**src/rtl/serial_word_tx_pkg.sv**
```systemverilog
// rtl/serial_word_tx_pkg.sv - shared FSM state encoding and line defaults for the serial stage
//
// Purpose: state encoding (IDLE=0, SHIFT=1) and the default idle line level.
//          The downstream pattern-detector stage imports the same definitions.
//          Also provides the bit-counter width helper.
package serial_word_tx_pkg;

  typedef enum logic {
    ST_IDLE  = 1'b0,
    ST_SHIFT = 1'b1
  } ser_state_t;

  localparam logic DEF_IDLE_LEVEL = 1'b1;

  // Bit counter width; $clog2 alone would give 1 for WIDTH=2, which is
  // already correct, but a one-bit floor keeps the helper safe for all WIDTHs.
  function automatic int cnt_width(input int width);
    return (width > 2) ? $clog2(width) : 1;
  endfunction

endpackage

```
**src/rtl/serial_word_tx_word_hold_reg.sv**
```systemverilog
// rtl/serial_word_tx_word_hold_reg.sv - one-word holding register with full flag
//
// Purpose: parks the next word while the shifter is still busy with the current one.
// Ports:
//   clk        clock
//   reset      asynchronous, active-low
//   load       capture load_data and set full
//   load_data  word to capture
//   drain      shifter has taken the held word; clear full
//   full       a word is held
//   data       held word
module word_hold_reg #(
  parameter int WIDTH = 8
) (
  input  logic             clk,
  input  logic             reset,
  input  logic             load,
  input  logic [WIDTH-1:0] load_data,
  input  logic             drain,
  output logic             full,
  output logic [WIDTH-1:0] data
);

  // load and drain are mutually exclusive in the parent: load only happens
  // on a non-last shift cycle, drain only on the last one.
  always_ff @(posedge clk or negedge reset) begin
    if (!reset) begin
      full <= 1'b0;
      data <= '0;
    end else if (load) begin
      full <= 1'b1;
      data <= load_data;
    end else if (drain) begin
      full <= 1'b0;
    end
  end

endmodule

```
**src/rtl/serial_word_tx.sv**
```systemverilog
// rtl/serial_word_tx.sv - parallel-to-serial word transmitter with one-word holding register
//
// Purpose: accepts WIDTH-bit words on a valid/ready handshake and shifts them out one
//          bit per clock on ser_out, back-to-back with no gap when a next word is ready.
// Ports:
//   clk         clock
//   reset       asynchronous, active-low
//   in_data     word to serialise, sampled on the accept edge
//   in_valid    in_data is valid
//   in_ready    a word can be taken (no word currently held)
//   ser_out     serial bit stream, IDLE_LEVEL between words
//   ser_active  a word bit is on ser_out
//   word_done   last bit of a word is on ser_out
module serial_word_tx
  import serial_word_tx_pkg::*;
#(
  parameter int   WIDTH      = 8,
  parameter bit   MSB_FIRST  = 1'b1,
  parameter logic IDLE_LEVEL = DEF_IDLE_LEVEL
) (
  input  logic             clk,
  input  logic             reset,
  input  logic [WIDTH-1:0] in_data,
  input  logic             in_valid,
  output logic             in_ready,
  output logic             ser_out,
  output logic             ser_active,
  output logic             word_done
);

  localparam int CW = cnt_width(WIDTH);
  localparam logic [CW-1:0] CNT_LAST = CW'(WIDTH - 1);

  ser_state_t       state;
  logic [CW-1:0]    cnt;
  logic [WIDTH-1:0] shreg;
  logic [WIDTH-1:0] shreg_adv;
  logic             busy;
  logic             last;
  logic             accept;
  logic             hold_full;
  logic [WIDTH-1:0] hold_data;
  logic             hold_load;
  logic             hold_drain;

  assign busy   = (state == ST_SHIFT);
  assign last   = busy && (cnt == CNT_LAST);
  assign accept = in_valid && !hold_full;

  // A word arriving mid-shift is parked; on the last bit the held word
  // takes priority, and in_ready is low then so no new word can compete.
  assign hold_load  = accept && busy && !last;
  assign hold_drain = last && hold_full;

  word_hold_reg #(
    .WIDTH(WIDTH)
  ) u_hold (
    .clk       (clk),
    .reset     (reset),
    .load      (hold_load),
    .load_data (in_data),
    .drain     (hold_drain),
    .full      (hold_full),
    .data      (hold_data)
  );

  // The outgoing bit always sits at one end of the shifter; advancing
  // moves the next bit into that position.
  always_comb begin
    shreg_adv = shreg;
    if (MSB_FIRST) begin
      shreg_adv = {shreg[WIDTH-2:0], 1'b0};
    end else begin
      shreg_adv = {1'b0, shreg[WIDTH-1:1]};
    end
  end

  always_ff @(posedge clk or negedge reset) begin
    if (!reset) begin
      state <= ST_IDLE;
      cnt   <= '0;
      shreg <= '0;
    end else begin
      case (state)
        ST_IDLE: begin
          if (accept) begin
            shreg <= in_data;
            cnt   <= '0;
            state <= ST_SHIFT;
          end
        end
        ST_SHIFT: begin
          if (!last) begin
            shreg <= shreg_adv;
            cnt   <= cnt + CW'(1);
          end else if (hold_full) begin
            shreg <= hold_data;
            cnt   <= '0;
          end else if (accept) begin
            shreg <= in_data;
            cnt   <= '0;
          end else begin
            cnt   <= '0;
            state <= ST_IDLE;
          end
        end
        default: begin
          state <= ST_IDLE;
          cnt   <= '0;
        end
      endcase
    end
  end

  assign in_ready   = !hold_full;
  assign ser_active = busy;
  assign word_done  = last;
  assign ser_out    = busy ? (MSB_FIRST ? shreg[WIDTH-1] : shreg[0]) : IDLE_LEVEL;

endmodule

```
**config.mk**
```make
export PLATFORM = sky130hd
export DESIGN_NAME = serial_word_tx
export DESIGN_NICKNAME = d
export VERILOG_FILES = /design/src/rtl/serial_word_tx_pkg.sv /design/src/rtl/serial_word_tx_word_hold_reg.sv /design/src/rtl/serial_word_tx.sv
export SDC_FILE = /design/constraint.sdc
export NUM_CORES = 1
export LEC_CHECK = 0
export CORE_ASPECT_RATIO = 0.6
export CORE_MARGIN = 4
export CORE_UTILIZATION = 45
export CTS_BUF_LIST = sky130_fd_sc_hd__clkbuf_4
export DETAILED_ROUTE_END_ITERATION = 10
export PLACE_DENSITY_LB_ADDON = 0.05
export SETUP_SLACK_MARGIN = 0.3
export SYNTH_ARGS = -nofsm -noshare
export SYNTH_HDL_FRONTEND = slang
export SYNTH_HIERARCHICAL = 1
export SYNTH_SLANG_ARGS = --single-unit
export TNS_END_PERCENT = 1
```
**constraint.sdc**
```tcl
create_clock -name clk -period 5.1 [get_ports clk]
set_input_delay 1.02 -clock clk [delete_from_list [all_inputs] [get_ports clk]]
set_output_delay 1.02 -clock clk [all_outputs]
set_load 0.02 [all_outputs]
```
==> flow_summary.yaml, run 1 <==
outcome:
  status: "complete, no violations"
finish:
  design_area_mm2: 0.00127
  instances_no_fill: 133
  antenna_cells: 0
  nFillCells: 203
  fin_nets: 117
  syn_to_final_growth_pct: 12.5
  drive_gt1_share_pct: 14.6
clocking:
  root_buffer: "clkbuf_4"
  cts_setup_buffers: 0
  insertion_delay_ns: 0.30
  cts_resized: 0
  clock_sinks: 21
  clk_pin_slew_ns: 0.10
  ctsHtreeMaxLevel: 1
  holdBufCountCts: 0
  cts_tree: "done"
  numCtsBuffers: 3
  cts.path.max_buffers: 2
timing:
  finalSetupTns_ns: 0
  slew_violations: 0
  min_period_ns: 3.08
  finalHoldViolCount: 0
  rsz0062_at_grt: "false"
  fin_crit_sh_pct: 60.4
  maxSlewHeadroom_pct: 33.8
  setup_viol: 0
  finClkSkew_ns: 0.00803
  tightest_slew_ns: 0.990
  max_freq_mhz: 324
power_and_ir_drop:
  irDropWorstVdd_v: 0.000222
  power.density_mw_per_mm2: 550
  p_leak_nw: 0.605
route:
  vias_per_cell: 5.70
  vias: 758
  drc_errors: 0
  drt-total-wl_um: 2240
  firstDrtPassIters: 4
  ant_nets: 0
  wire_per_inst_um: 16.8
  drt_iter0_markers: 33
logic_synthesis:
  yosysSeqAreaShare_pct: 46.5
  ys.flop_type: "dfrtp_1"
  synth_top_area_cell: "dfrtp_1"
  syn_avg_cell_area_um2: 12.4
  syn-cell-area_mm2: 0.00113
  async_flop_share_pct: 100
  synth_cells: 91
  synth_common_cells: "dfrtp_1 (21), mux2i_1 (14), o22ai_1 (9)"
  synth_fp_nets: 104
  synth_edf_count: 0
  synth_cell_types: 24
  synth.most_common_cell: "dfrtp_1"
  synth_warnings: 6
  netlist.area_leader.share_pct: 46.5
  synth.area.top_cells: "dfrtp_1 (47%), mux2i_1 (12%), mux2_4 (11%)"
  synth-seq-cells: 21
grt:
  use_met1_pct: 21.7
  grt.busiest_layer: "met2"
  grtUsageTotal_pct: 15.5
  grtUsageMet3_pct: 5.77
  grt_max_degree: 22
  grt_overflow: 0
  grt_pass1_vias: 745
  use_met2_pct: 22.8
  antenna_found_initial: 0
  grt_pass1_wl_um: 3860
placement:
  gp_congestion: 0.749
  post-dp-hpwl_um: 1620
  post_dp_cell_area_mm2: 0.00124
  dp.cells: 129
  io_buffers: 14
setup_path:
  cp-end-kind: "flip-flop"
  regToRegSetupSlack_ns: 2.54
  r2r-start: "cnt[0]$_DFFE_PN0P_"
  cp-endpoint: "u_hold/data[1]$_DFFE_PN0P_"
  worstPathMaxFanout: 12
  critPathSlowestCell: "clkdlybuf4s50_1"
  r2r_end: "u_hold/data[1]$_DFFE_PN0P_"
  cp.required_ns: 5.29
  critPathArrivalTime_ns: 3.27
  start_kind: "input pin"
  reg2regPathDepth: 5
  crit_start: "in_valid"
  slowest_delay_ns: 0.86
  path_class: "in -> reg"
  cp_cell_sequence: "clkdlybuf4s50_1, nand2b_4, nor2_1, mux2_4"
floorplan:
  num_io_pins: 15
  placementRows: 13
  start_util_pct: 49.6
  die_x_um: 72.7
  design.core.area_mm2: 0.00228
  die_h_um: 46.8
  die-area_mm2: 0.00340
run:
  maxCapViolCount: 0
hold_path:
  hp-class: "reg -> reg"
-- worst min path at each step --
stage / startpoint / end / slack, ns / cells after the start
after detailed placement: u_hold/data[4]$_DFFE_PN0P_ / u_hold/data[4]$_DFFE_PN0P_ / 0.50 / 1
after global routing: u_hold/data[5]$_DFFE_PN0P_ / u_hold/data[5]$_DFFE_PN0P_ / 0.54 / 1
final: u_hold/data[1]$_DFFE_PN0P_ / u_hold/data[1]$_DFFE_PN0P_ / 0.53 / 1
after global placement: cnt[0]$_DFFE_PN0P_ / cnt[0]$_DFFE_PN0P_ / 0.49 / 1
after CTS: u_hold/data[5]$_DFFE_PN0P_ / u_hold/data[5]$_DFFE_PN0P_ / 0.53 / 1
after floorplan: cnt[0]$_DFFE_PN0P_ / cnt[0]$_DFFE_PN0P_ / 0.47 / 1
-- final cells by class --
cell class	instances	area [µm²]	share of cell area, %
Timing Repair Buffer	14	140	11.0
Clock buffer	4	30.0	2.36
Inverter	6	22.5	1.77
Multi-Input combinational cell	58	515	40.6
Tap cell	30	37.5	2.95
Sequential cell	21	526	41.3
-- state kept, by name, indices dropped and copies added, names as in the netlist --
signal	count
ser_active	1
cnt	3
u_hold/full	1
u_hold/data	8
shreg	8
-- worst max-delay path: cells and delay by family --
kind                   cells  cell delay (ns)
multiplexers               1             0.35
buffers and inverters      1             0.86
AND/OR/NAND/NOR            2             1.03
-- metrics by stage --
step	worst slack (ns)	total power [W]	hold WS, ns	util (%)
6_report	2.02	0.000700	0.528	55.8
5_1_grt	1.93	0.000753	0.544	55.8
4_1_cts	2.01	0.000704	0.529	55.8
3_5_place_dp	1.68	0.000619	0.495	54.5
3_3_place_gp	1.75	0.000609	0.493	54.5
2_1_floorplan	3.04	0.000549	0.465	-
-- cell usage in the layout (no fill, tap or decap), drive strengths merged, types with 3 or more instances in the layout --
master and n:
clkbuf 4, nand2b 3, o22ai 9, clkdlybuf4s50 14, o21ai 3, dfrtp 21
mux2i 14, mux2 8, a221oi 7, inv 5
-- power breakdown --
group / switching (W) / internal [W] / total, W
clock: 0.0000473 / 0.0000358 / 0.0000831
sequential: 0.0000597 / 0.000247 / 0.000307
combinational: 0.000136 / 0.000174 / 0.000310
-- cells by family after synthesis --
group | count (synthesis) | share of synthesized area [%]
compound gates | 22 | 13.8
mux | 22 | 23.0
flops | 21 | 46.5
buf+inv | 12 | 7.86
simple gates | 12 | 6.53
fa+ha+maj | 2 | 2.21
-- per-layer routing --
metal | vias up | part of all wire, %
li1 | 364 | -
met1 | 374 | 49
met2 | 16 | 45
met3 | 4 | 5.2
met4 | 0 | 0.81
met5 | - | 0
Power figures use the tool's default switching activity.
==> inputs of run 2 (changes only) <==
clock period = 2.48 ns   (was 5.1 ns; I/O delays follow)
==> flow_summary.yaml, run 2 (synthesis results as in run 1) <==
outcome:
  status: "complete, no violations"
grt:
  use_met1_pct: 23.7
  grtUsageMet3_pct: 4.49
  use_met2_pct: 22.4
  grt.busiest_layer: "met1"
  antenna_found_initial: 0
  grtUsageTotal_pct: 15.8
  grt_max_degree: 22
  grt_pass1_wl_um: 3840
  grt_pass1_vias: 730
  grt_overflow: 0
power_and_ir_drop:
  p_leak_nw: 0.637
  power_w: 0.00149
  irDropWorstVdd_v: 0.000443
  power.density_mw_per_mm2: 1130
timing:
  rsz0062_at_grt: "false"
  finalSetupTns_ns: 0
  setup_ws_ns: 0.415
  slew_violations: 0
  tightest_slew_ns: 0.406
  maxSlewHeadroom_pct: 72.8
  fin_crit_sh_pct: 83.3
  max_freq_mhz: 484
  min_period_ns: 2.06
  finClkSkew_ns: 0.00408
  finalHoldViolCount: 0
  setup_viol: 0
finish:
  multiInputGateArea_um2: 518
  antenna_cells: 0
  seq_area_um2: 526
  instances_no_fill: 139
  nFillCells: 206
  fin_util_pct: 57.9
  fin_nets: 123
  final_cell_mix: "dfrtp_1 (21), mux2i_1 (14), clkdlybuf4s50_1 (13), o22ai_1 (9), mux2_4 (8)"
  final_common_cell: "dfrtp_1"
  top_regs: "shreg x8, u_hold/data x8, cnt x3"
  syn_to_final_growth_pct: 16.6
  drive_gt1_share_pct: 20.2
route:
  drt-total-wl_um: 2400
  drt_iter0_markers: 9
  drc_errors: 0
  ant_nets: 0
  wire_per_inst_um: 17.3
  vias_per_cell: 5.60
  vias: 778
  firstDrtPassIters: 4
placement:
  gp_congestion: 0.741
  io_buffers: 14
  post-dp-hpwl_um: 1690
  dp_slack_ns: 0.489
  dp.cells: 134
clocking:
  ctsHtreeMaxLevel: 1
  clock_sinks: 21
  numCtsBuffers: 3
  cts_tree: "done"
  cts.path.max_buffers: 2
  root_buffer: "clkbuf_4"
  insertion_delay_ns: 0.31
  clk_pin_slew_ns: 0.12
setup_path:
  critPathArrivalTime_ns: 1.57
  path_class: "reg -> out"
  crit_buf_inv: 1
  start_kind: "flip-flop"
  slowest_delay_ns: 0.42
  cp.required_ns: 1.98
  worstPathMaxFanout: 5
  cp_cell_sequence: "ha_1, ha_2, and2_1, dlygate4sd2_1"
  cp_top_family: "flip-flops"
  cp-end-kind: "primary output"
  critPathSlowestCell: "dfrtp_1"
floorplan:
  die-area_mm2: 0.00340
  num_io_pins: 15
  placementRows: 13
  start_util_pct: 49.6
  die_x_um: 72.7
  design.core.area_mm2: 0.00228
  die_h_um: 46.8
run:
  maxCapViolCount: 0
hold_path:
  hp-class: "in -> async"
## run 2: through the flow
stage / area [µm²] / hold slack (ns)
after floorplan: 1130 / 0.200
after global placement: 1280 / 0.490
after detailed placement: 1280 / 0.497
after CTS: 1310 / 0.529
after global routing: 1320 / 0.524
final: 1320 / 0.521
## run 2: per-layer routing
metal  up-vias  wire length, µm
met1       380             1290
met5         -                0
li1        377                -
met2        16              985
met3         5              106
met4         0               19
## run 2: layout make-up
type / count / share of cell area (%)
timing repair buffer: 20 / 14.0
multi-input combinational: 58 / 39.3
sequential: 21 / 39.9
clock buffer: 4 / 2.28
inverter: 6 / 1.71
tap: 30 / 2.85
## run 2: timing repair
item | CTS | global route
setup buffers | 0 | 1
gates resized for setup | 1 | 1
hold buffers | 0 | 0
endpoints found under the hold margin | 0 | 0
setup endpoints to repair | 1 | 1
## run 2: worst paths after layout
check / slack [ns] / endpoint / depth (start not counted) / startpoint
worst max-delay path: 0.42 / word_done / 4 / cnt[0]$_DFFE_PN0P_
worst min-delay path: 0.52 / cnt[2]$_DFFE_PN0P_ / 2 / reset
worst max register to register: 0.73 / u_hold/data[0]$_DFFE_PN0P_ / 6 / cnt[0]$_DFFE_PN0P_
worst min register to register: 0.53 / u_hold/data[0]$_DFFE_PN0P_ / 1 / u_hold/data[0]$_DFFE_PN0P_
max in group asynchronous: 1.74 / shreg[0]$_DFF_PN0_ / 2 / reset
min in group clk: 0.53 / u_hold/data[0]$_DFFE_PN0P_ / 1 / u_hold/data[0]$_DFFE_PN0P_
## run 2: power by group
part           leakage, nW  switching (W)  total [W]  internal (W)
logic                0.371       0.000298   0.000681      0.000383
clock network       0.0184       0.000105   0.000179     0.0000737
registers            0.248       0.000124   0.000632      0.000508
total                0.637       0.000527    0.00149      0.000965
## run 2: worst register-to-register path, delay by kind of cell (launching register included)
kind | cells | cell delay [ns]
DFF | 1 | 0.42
adders and majority gates | 2 | 0.41
buffers and inverters | 1 | 0.19
and+or+nand+nor | 2 | 0.33
muxes | 1 | 0.31
==> inputs of run 3 (changes only) <==
clock period = 1.7 ns   (was 2.48 ns; I/O delays follow)
==> flow_summary.yaml, run 3 (synthesis results as in run 1) <==
outcome:
  status: "complete, no violations"
finish:
  top_regs: "shreg x8, u_hold/data x8, cnt x3"
  instances_no_fill: 147
  final_common_cell: "dfrtp_1"
  drive_gt1_share_pct: 33.3
  fin_nets: 131
  final_cell_mix: "dfrtp_1 (20), mux2i_1 (14), buf_4 (11), clkdlybuf4s50_1 (10), o22ai_1 (9)"
  design_area_mm2: 0.00142
  syn_to_final_growth_pct: 25.9
  antenna_cells: 0
floorplan:
  design.core.area_mm2: 0.00228
  num_io_pins: 15
  placementRows: 13
  die_h_um: 46.8
  die_x_um: 72.7
  start_util_pct: 49.6
  die-area_mm2: 0.00340
grt:
  grt_overflow: 0
  grt_pass1_wl_um: 4050
  use_met1_pct: 23.2
  use_met2_pct: 24.7
  antenna_found_initial: 0
  grt_max_degree: 22
  grtUsageMet3_pct: 6.20
  grt.busiest_layer: "met2"
  grt_pass1_vias: 811
  grtUsageTotal_pct: 16.5
clocking:
  clock_sinks: 21
  cts.path.max_buffers: 2
  ctsHtreeMaxLevel: 1
  cts_tree: "done"
  numCtsBuffers: 3
  root_buffer: "clkbuf_4"
  insertion_delay_ns: 0.31
  clk_pin_slew_ns: 0.13
  holdBufCountCts: 0
setup_path:
  critPathArrivalTime_ns: 1.90
  r2r_end: "u_hold/data[7]$_DFFE_PN0P_"
  path_class: "reg -> reg"
  cp.required_ns: 1.91
  regToRegSetupSlack_ns: 0.01
  start_kind: "flip-flop"
  cp-end-kind: "flip-flop"
  r2r-start: "cnt[1]$_DFFE_PN0P_"
  reg2regPathDepth: 7
  worstPathMaxFanout: 6
route:
  drt-total-wl_um: 2510
  vias_per_cell: 5.64
  wire_per_inst_um: 17.1
  drc_errors: 0
  vias: 829
  drt_iter0_markers: 40
  firstDrtPassIters: 4
  ant_nets: 0
placement:
  post_dp_cell_area_mm2: 0.00137
  post-dp-hpwl_um: 1760
  dp.cells: 140
  gp_congestion: 0.742
  io_buffers: 14
timing:
  min_period_ns: 1.69
  fin_crit_sh_pct: 99.2
  finalSetupTns_ns: 0
  timing.hold.ws_ns: 0.361
  finClkSkew_ns: 0.00392
  setup_viol: 0
  maxSlewHeadroom_pct: 74.5
  finalHoldViolCount: 0
  tightest_slew_ns: 0.382
  max_freq_mhz: 593
  slew_violations: 0
  rsz0062_at_grt: "true"
power_and_ir_drop:
  irDropWorstVdd_v: 0.000738
  p_leak_nw: 0.676
  power_w: 0.00235
  power.density_mw_per_mm2: 1650
run:
  maxCapViolCount: 0
hold_path:
  hp-class: "in -> async"
[run 3: worst max-delay path by stage]
stage | from | to | slack (ns)
2_1_floorplan | cnt[0]$_DFFE_PN0P_ | u_hold/data[0]$_DFFE_PN0P_ | 0.09
3_3_place_gp | cnt[1]$_DFFE_PN0P_ | word_done | 0.003
3_5_place_dp | cnt[1]$_DFFE_PN0P_ | word_done | -0.04
4_1_cts | cnt[0]$_DFFE_PN0P_ | u_hold/data[1]$_DFFE_PN0P_ | -0.01
5_1_grt | cnt[1]$_DFFE_PN0P_ | u_hold/data[2]$_DFFE_PN0P_ | -0.04
6_report | cnt[1]$_DFFE_PN0P_ | u_hold/data[7]$_DFFE_PN0P_ | 0.01
[run 3: layout make-up]
class	count	area (µm²)
fill	178	855
clock buffer	3	22.5
tap	30	37.5
timing repair buffer	28	258
inverter	6	22.5
clock inverter	1	7.51
multi-input combinational	58	548
sequential	21	527
[run 3: where the power goes]
part,internal (W),leakage [nW],switching (W)
Sequential,0.000741,0.248,0.000176
Clock,0.0000898,0.0139,0.000168
Combinational,0.000689,0.415,0.000485
[run 3: critical path, cell delays in order, from the launching register on]
cell and delay, ns:
dfrtp_1 0.41, ha_2 0.20, ha_4 0.16, buf_6 0.11, nand2b_4 0.14, nor2_4 0.13
buf_12 0.14, mux2_4 0.30
[run 3: repair_timing]
item | CTS | global route
pin swaps | 3 | 2
gates resized for setup | 21 | 4
setup endpoints to repair | 24 | 23
buffers inserted | 1 | 2
[run 3: per-stage QoR]
stage	setup slack, ns	util, %
after global placement	0.00329	60.0
after floorplan	0.0862	-
after detailed placement	-0.0378	60.0
after CTS	-0.0115	61.7
after global routing	-0.0420	62.5
final	0.0136	62.5
[run 3: layer usage]
metal | up-vias | part of all wire (%)
met5 | - | 0
met4 | 0 | 0.52
met3 | 2 | 5.4
met2 | 21 | 43
met1 | 410 | 51
li1 | 396 | -
